--- src/rtl/nsa_pkg.sv ---
// Shared types and constants for the nibble-serial adder controller.
package nsa_pkg;

  typedef enum logic [1:0] {
    IDLE = 2'd0,
    RUN  = 2'd1,
    DONE = 2'd2
  } state_t;

  localparam int NIB_W = 4;

  // Width of the nibble index; never narrower than one bit.
  function automatic int idx_width(input int num_nib);
    return (num_nib > 1) ? $clog2(num_nib) : 1;
  endfunction

endpackage

--- src/rtl/behave_4bit_carry_lookahead_adder.sv ---
// 4-bit carry-lookahead slice; propagador is the MSB propagate term a[3]^b[3].
module behave_4bit_carry_lookahead_adder
  import nsa_pkg::*;
(
  input  logic [NIB_W-1:0] a,
  input  logic [NIB_W-1:0] b,
  input  logic             cin,
  output logic [NIB_W-1:0] s,
  output logic             cout,
  output logic             propagador
);

  logic [NIB_W-1:0] g;
  logic [NIB_W-1:0] p;
  logic [NIB_W:0]   c;

  assign g = a & b;
  assign p = a ^ b;

  assign c[0] = cin;
  assign c[1] = g[0] | (p[0] & cin);
  assign c[2] = g[1] | (p[1] & g[0]) | (p[1] & p[0] & cin);
  assign c[3] = g[2] | (p[2] & g[1]) | (p[2] & p[1] & g[0]) | (p[2] & p[1] & p[0] & cin);
  assign c[4] = g[3] | (p[3] & g[2]) | (p[3] & p[2] & g[1]) | (p[3] & p[2] & p[1] & g[0])
              | (p[3] & p[2] & p[1] & p[0] & cin);

  assign s          = p ^ c[NIB_W-1:0];
  assign cout       = c[NIB_W];
  assign propagador = p[NIB_W-1];

endmodule

--- src/rtl/nibble_serial_adder_ctrl.sv ---
// Wide adder built by reusing one 4-bit CLA slice per nibble, LSB first.
// Define NSA_SUB_EN to enable subtraction via op_sub.
module nibble_serial_adder_ctrl
  import nsa_pkg::*;
#(
  parameter int WIDTH = 16
) (
  input  logic             clk,
  input  logic             rst,
  input  logic             in_valid,
  output logic             in_ready,
  input  logic [WIDTH-1:0] op_a,
  input  logic [WIDTH-1:0] op_b,
  input  logic             op_cin,
  input  logic             op_sub,
  output logic             out_valid,
  input  logic             out_ready,
  output logic [WIDTH-1:0] sum,
  output logic             cout,
  output logic             ovf,
  output logic             zero
);

  localparam int NUM_NIB = WIDTH / NIB_W;
  localparam int IDX_W   = idx_width(NUM_NIB);
  localparam logic [IDX_W-1:0] LAST_IDX = IDX_W'(NUM_NIB - 1);

  state_t           state_q, state_d;
  logic [IDX_W-1:0] idx;
  logic             carry_q;
  logic [WIDTH-1:0] a_q, b_q;
  logic [WIDTH-1:0] b_in;
  logic             carry_init;
  logic [WIDTH-1:0] sum_nxt;

  logic [NIB_W-1:0] slice_s;
  logic             slice_cout;
  logic             slice_p;

`ifdef NSA_SUB_EN
  assign b_in       = op_sub ? ~op_b : op_b;
  assign carry_init = op_sub ? 1'b1 : op_cin;
`else
  logic unused_sub;
  assign unused_sub = op_sub;
  assign b_in       = op_b;
  assign carry_init = op_cin;
`endif

  behave_4bit_carry_lookahead_adder u_slice (
    .a          (a_q[NIB_W*idx +: NIB_W]),
    .b          (b_q[NIB_W*idx +: NIB_W]),
    .cin        (carry_q),
    .s          (slice_s),
    .cout       (slice_cout),
    .propagador (slice_p)
  );

  // NOTE: non-blocking assignments keep every register sampling pre-edge values.
  always_ff @(posedge clk or posedge rst) begin
    if (rst) state_q <= IDLE;
    else     state_q <= state_d;
  end

  // NOTE: defaults first so every path assigns every output and no latch is inferred.
  always_comb begin
    state_d   = state_q;
    in_ready  = 1'b0;
    out_valid = 1'b0;
    unique case (state_q)
      IDLE: begin
        in_ready = 1'b1;
        if (in_valid) state_d = RUN;
      end
      RUN:  if (idx == LAST_IDX) state_d = DONE;
      DONE: begin
        out_valid = 1'b1;
        if (out_ready) state_d = IDLE;
      end
      default: state_d = IDLE;
    endcase
  end

  // Result as it will look once the current nibble lands.
  always_comb begin
    sum_nxt = sum;
    sum_nxt[NIB_W*idx +: NIB_W] = slice_s;
  end

  // NOTE: operand registers need no reset; they are always loaded before use.
  always_ff @(posedge clk) begin
    if (state_q == IDLE && in_valid) begin
      a_q <= op_a;
      b_q <= b_in;
    end
  end

  always_ff @(posedge clk or posedge rst) begin
    if (rst) begin
      idx     <= '0;
      carry_q <= 1'b0;
      sum     <= '0;
      cout    <= 1'b0;
      ovf     <= 1'b0;
      zero    <= 1'b0;
    end else begin
      if (state_q == IDLE && in_valid) begin
        idx     <= '0;
        carry_q <= carry_init;
      end else if (state_q == RUN) begin
        sum     <= sum_nxt;
        carry_q <= slice_cout;
        idx     <= idx + IDX_W'(1);
        if (idx == LAST_IDX) begin
          cout <= slice_cout;
          // Sum[3]^propagate recovers the carry into the MSB.
          ovf  <= slice_cout ^ (slice_s[NIB_W-1] ^ slice_p);
          zero <= (sum_nxt == '0);
        end
      end
    end
  end

endmodule

--- config.mk ---
export PLATFORM = sky130hd
export DESIGN_NAME = nibble_serial_adder_ctrl
export DESIGN_NICKNAME = d
export VERILOG_FILES = /design/src/rtl/nsa_pkg.sv /design/src/rtl/behave_4bit_carry_lookahead_adder.sv /design/src/rtl/nibble_serial_adder_ctrl.sv
export SDC_FILE = /design/constraint.sdc
export NUM_CORES = 1
export LEC_CHECK = 0
export ABC_AREA = 1
export CAP_MARGIN = 20
export CORE_MARGIN = 2
export CORE_UTILIZATION = 62
export DETAILED_ROUTE_END_ITERATION = 6
export DONT_BUFFER_PORTS = 1
export HOLD_SLACK_MARGIN = 0.15
export PLACE_DENSITY = 0.89
export SLEW_MARGIN = 20
export SYNTH_ARGS = -nofsm -noshare
export SYNTH_HDL_FRONTEND = slang
export SYNTH_SLANG_ARGS = --single-unit
--- constraint.sdc ---
create_clock -name clk -period 3 [get_ports clk]
set_input_delay 0.3 -clock clk [delete_from_list [all_inputs] [get_ports clk]]
set_output_delay 0.3 -clock clk [all_outputs]
set_load 0.02 [all_outputs]
==> impl_metrics.py <==
metrics = {
    "setup_path": {
        "cp_max_fo": 22,
        "cpLargestDelayFamily": "simple AND/OR/NAND/NOR gates",
        "worstSetupStartpointType": "register",
        "cp_slowest_cell": "dfrtp_1",
        "max_stage_delay_ns": 0.57,
        "worstPathArrival_ns": 3.00,
        "endpoint": "zero",
        "crit_required_ns": 3.25,
        "critPathLaunch": "idx[0]",
        "crit_chain": "buf_4 -> o21ai_0 -> o22ai_1 -> ha_1 -> or2_1 -> nand2_2 -> nand3_1 -> nand3_1 -> nand2_1 -> nor2_1 -> nand2_1 -> nor2_1 -> nand3_1 -> nand2_1",
        "r2r_end": "zero",
        "timing.rr.start": "idx[0]",
        "rr_worst_depth": 14,
        "path_buf_inv": 1,
        "end_kind": "register",
        "path_class": "register to register",
        "cp.depth": 14,
        "rrSetupSlack_ns": 0.25,
    },
    "timing": {
        "rsz0062_at_grt": "false",
        "setup_viol": 0,
        "maxSlewViolCount": 0,
        "finalHoldViolCount": 0,
        "hold_ws_ns": 0.5459,
        "worst_pin_slew_ns": 0.8613,
        "period_needed_ns": 2.752,
        "fin_skew_ns": 0.007807,
        "finalCritPeriodShare_pct": 91.74,
        "fin_setup_tns_ns": 0,
        "slew_headroom_pct": 42.52,
        "max_freq_mhz": 363.3,
    },
    "clock_network": {
        "clk_pin_slew_ns": 0.10,
        "clock_sinks": 56,
        "postCtsSetupBuffers": 0,
        "htreeDepth": 2,
        "clockBufferDepth": 2,
        "clk_latency_ns": 0.31,
        "cts_root_buffer": "clkbuf_8",
        "numCtsBuffers": 5,
        "cts_tree": "built",
    },
    "logic_synthesis": {
        "ys_types": 27,
        "ys.warnings.count": 0,
        "synth_xor_area_share_pct": 0,
        "syn_nets": 333,
        "avgSynthCellArea_um2": 9.607,
        "synthSimpleGateAreaFrac_pct": 20.89,
        "synthAdderAreaFrac_pct": 5.798,
        "synth_mux_area_share_pct": 0,
        "synth_seq_cells": 56,
        "ys_seq_area_share_pct": 57.43,
        "syn_inst": 283,
        "synth_top_family_by_area": "simple AND/OR/NAND/NOR gates",
        "synth_compound_area_share_pct": 11.09,
        "syn-cell-area_mm2": 0.002719,
    },
    "placed_design": {
        "dp_hpwl_mm": 3.629,
        "port_buffers": 0,
        "gp_congestion": 0.9334,
    },
    "global_routing": {
        "grt_antenna_before_repair": 0,
        "gr-total-overflow": 0,
        "grt_usage_pct": 25.58,
        "first_global_vias": 2251,
        "grt_pass1_wl_mm": 9.901,
        "grt_max_degree": 31,
    },
    "floorplan": {
        "coreArea_mm2": 0.004294,
        "start_util_pct": 63.32,
        "num_rows": 24,
        "fp.dieH_um": 70.22,
        "io_pins": 59,
        "die_area_mm2": 0.004931,
        "die_w_um": 70.22,
    },
    "detailed_routing": {
        "detail-route-antenna-nets": 0,
        "num_vias": 2217,
        "wirelength_mm": 6.044,
        "vias_per_cell": 5.912,
        "drc": 0,
        "wl_per_cell_um": 16.12,
        "firstDrtPassIters": 4,
        "drt-initial-drc-count": 190,
    },
    "hold_path": {
        "hold_start": "state_q[0]",
        "hp-class": "register to register",
    },
    "finish": {
        "layout_common_cells": "nand2_1 (55), nor2_1 (43), dlygate4sd3_1 (36)",
        "postLayoutCoreUtil_pct": 75.64,
        "fin_nets": 372,
        "area_delta_synth_final_pct": 19.47,
        "drive_above_1_share_pct": 7.430,
        "final_common_cell": "nand2_1",
        "antenna_cells": 0,
    },
    "pwr": {
        "total_leakage_power_nw": 1.354,
        "p_per_area_mw_per_mm2": 1194,
        "vdd_ir_drop_max_v": 0.0006822,
    },
    "flow_run": {
        "maxCapViolCount": 0,
    },
    "outcome": {
        "outcome": "complete, no violations",
    },
}
## where the power goes
group	switching [W]	internal (W)	total, W
clock	0.000242	0.000247	0.000489
combinational	0.00134	0.000682	0.00203
sequential	0.000290	0.00107	0.00136
total	0.00188	0.00200	0.00388
## worst min-delay path by stage
stage                  to  cells past startpoint
2_1_floorplan     carry_q                      1
3_3_place_gp      sum[14]                      1
3_5_place_dp      b_q[10]                      0
4_1_cts        state_q[1]                      1
5_1_grt        state_q[1]                      1
6_report       state_q[1]                      1
## cell families after synthesis
group                      Yosys count
adders and majority gates           12
DFF                                 56
and+or+nand+nor                    130
AOI/OAI and AO/OA                   53
buffers and inverters               32
## what timing repair did
item / in CTS / in global routing
endpoints found under the hold margin: 59 / 0
gates resized for setup: 0 / 2
endpoints found under the setup margin: 0 / 1
hold buffers: 36 / 0
## routing by layer
| layer | part of all wire, % | vias to the layer above | wire (um) | global-route usage [%] |
|---|---|---|---|---|
| met1 | 39 | 1032 | 2365 | 30.12 |
| met5 | 0 | - | 0 | 0 |
| met4 | 2.8 | 0 | 171 | 10.04 |
| met3 | 6.8 | 20 | 410 | 6.494 |
| met2 | 51 | 115 | 3096 | 44.65 |
| li1 | - | 1050 | - | - |
## cell usage after synthesis
cell      instances  area [um2]
a21oi_1           2       10.01
a22o_1            1       8.760
a31oi_1          11       68.82
and2_4            1       8.760
buf_2             2       10.01
buf_6             1       11.26
clkbuf_1          5       18.77
clkinv_1          1       3.750
dfrtp_1          24       600.6
edfxtp_1         32       960.9
fa_1              1       20.02
ha_1             11       137.6
inv_1            20       75.07
inv_2             3       11.26
nand2_1          55       206.5
nand2_2           6       37.54
nand3_1          13       65.06
nand4_1           9       56.30
nor2_1           43       161.4
nor3_2            1       10.01
nor3_4            1       16.27
o211ai_1          2       15.01
o21ai_0          26       130.1
o21ai_1           1       5.000
o22ai_1           9       56.30
o31ai_1           1       7.510
or2_1             1       6.260
## cell type report
type                       instances  area (um2)
inverter                          24       92.59
clock inverter                     3       42.54
timing repair buffer              40       390.4
multi-input combinational        195        1027
clock buffer                       5       68.82
tap                               52       65.06
fill                             286        1046
sequential                        56        1562
## per-stage QoR
step	power [W]	cell area (um2)	std cells	setup slack, ns
after floorplan	0.002848	2719	283	0.3943
after global placement	0.003168	2774	331	0.3769
after detailed placement	0.003257	2774	331	0.2945
after CTS	0.003794	3246	375	0.2408
after global routing	0.004172	3248	375	0.007257
final	0.003879	3248	375	0.2477
## state kept, by name (all words and copies together) (netlist names)
register  flops
sum          16
ovf           1
cout          1
zero          1
b_q          16
state_q       2
carry_q       1
a_q          16
idx           2
Note: power is estimated with default switching activity, not from simulation.
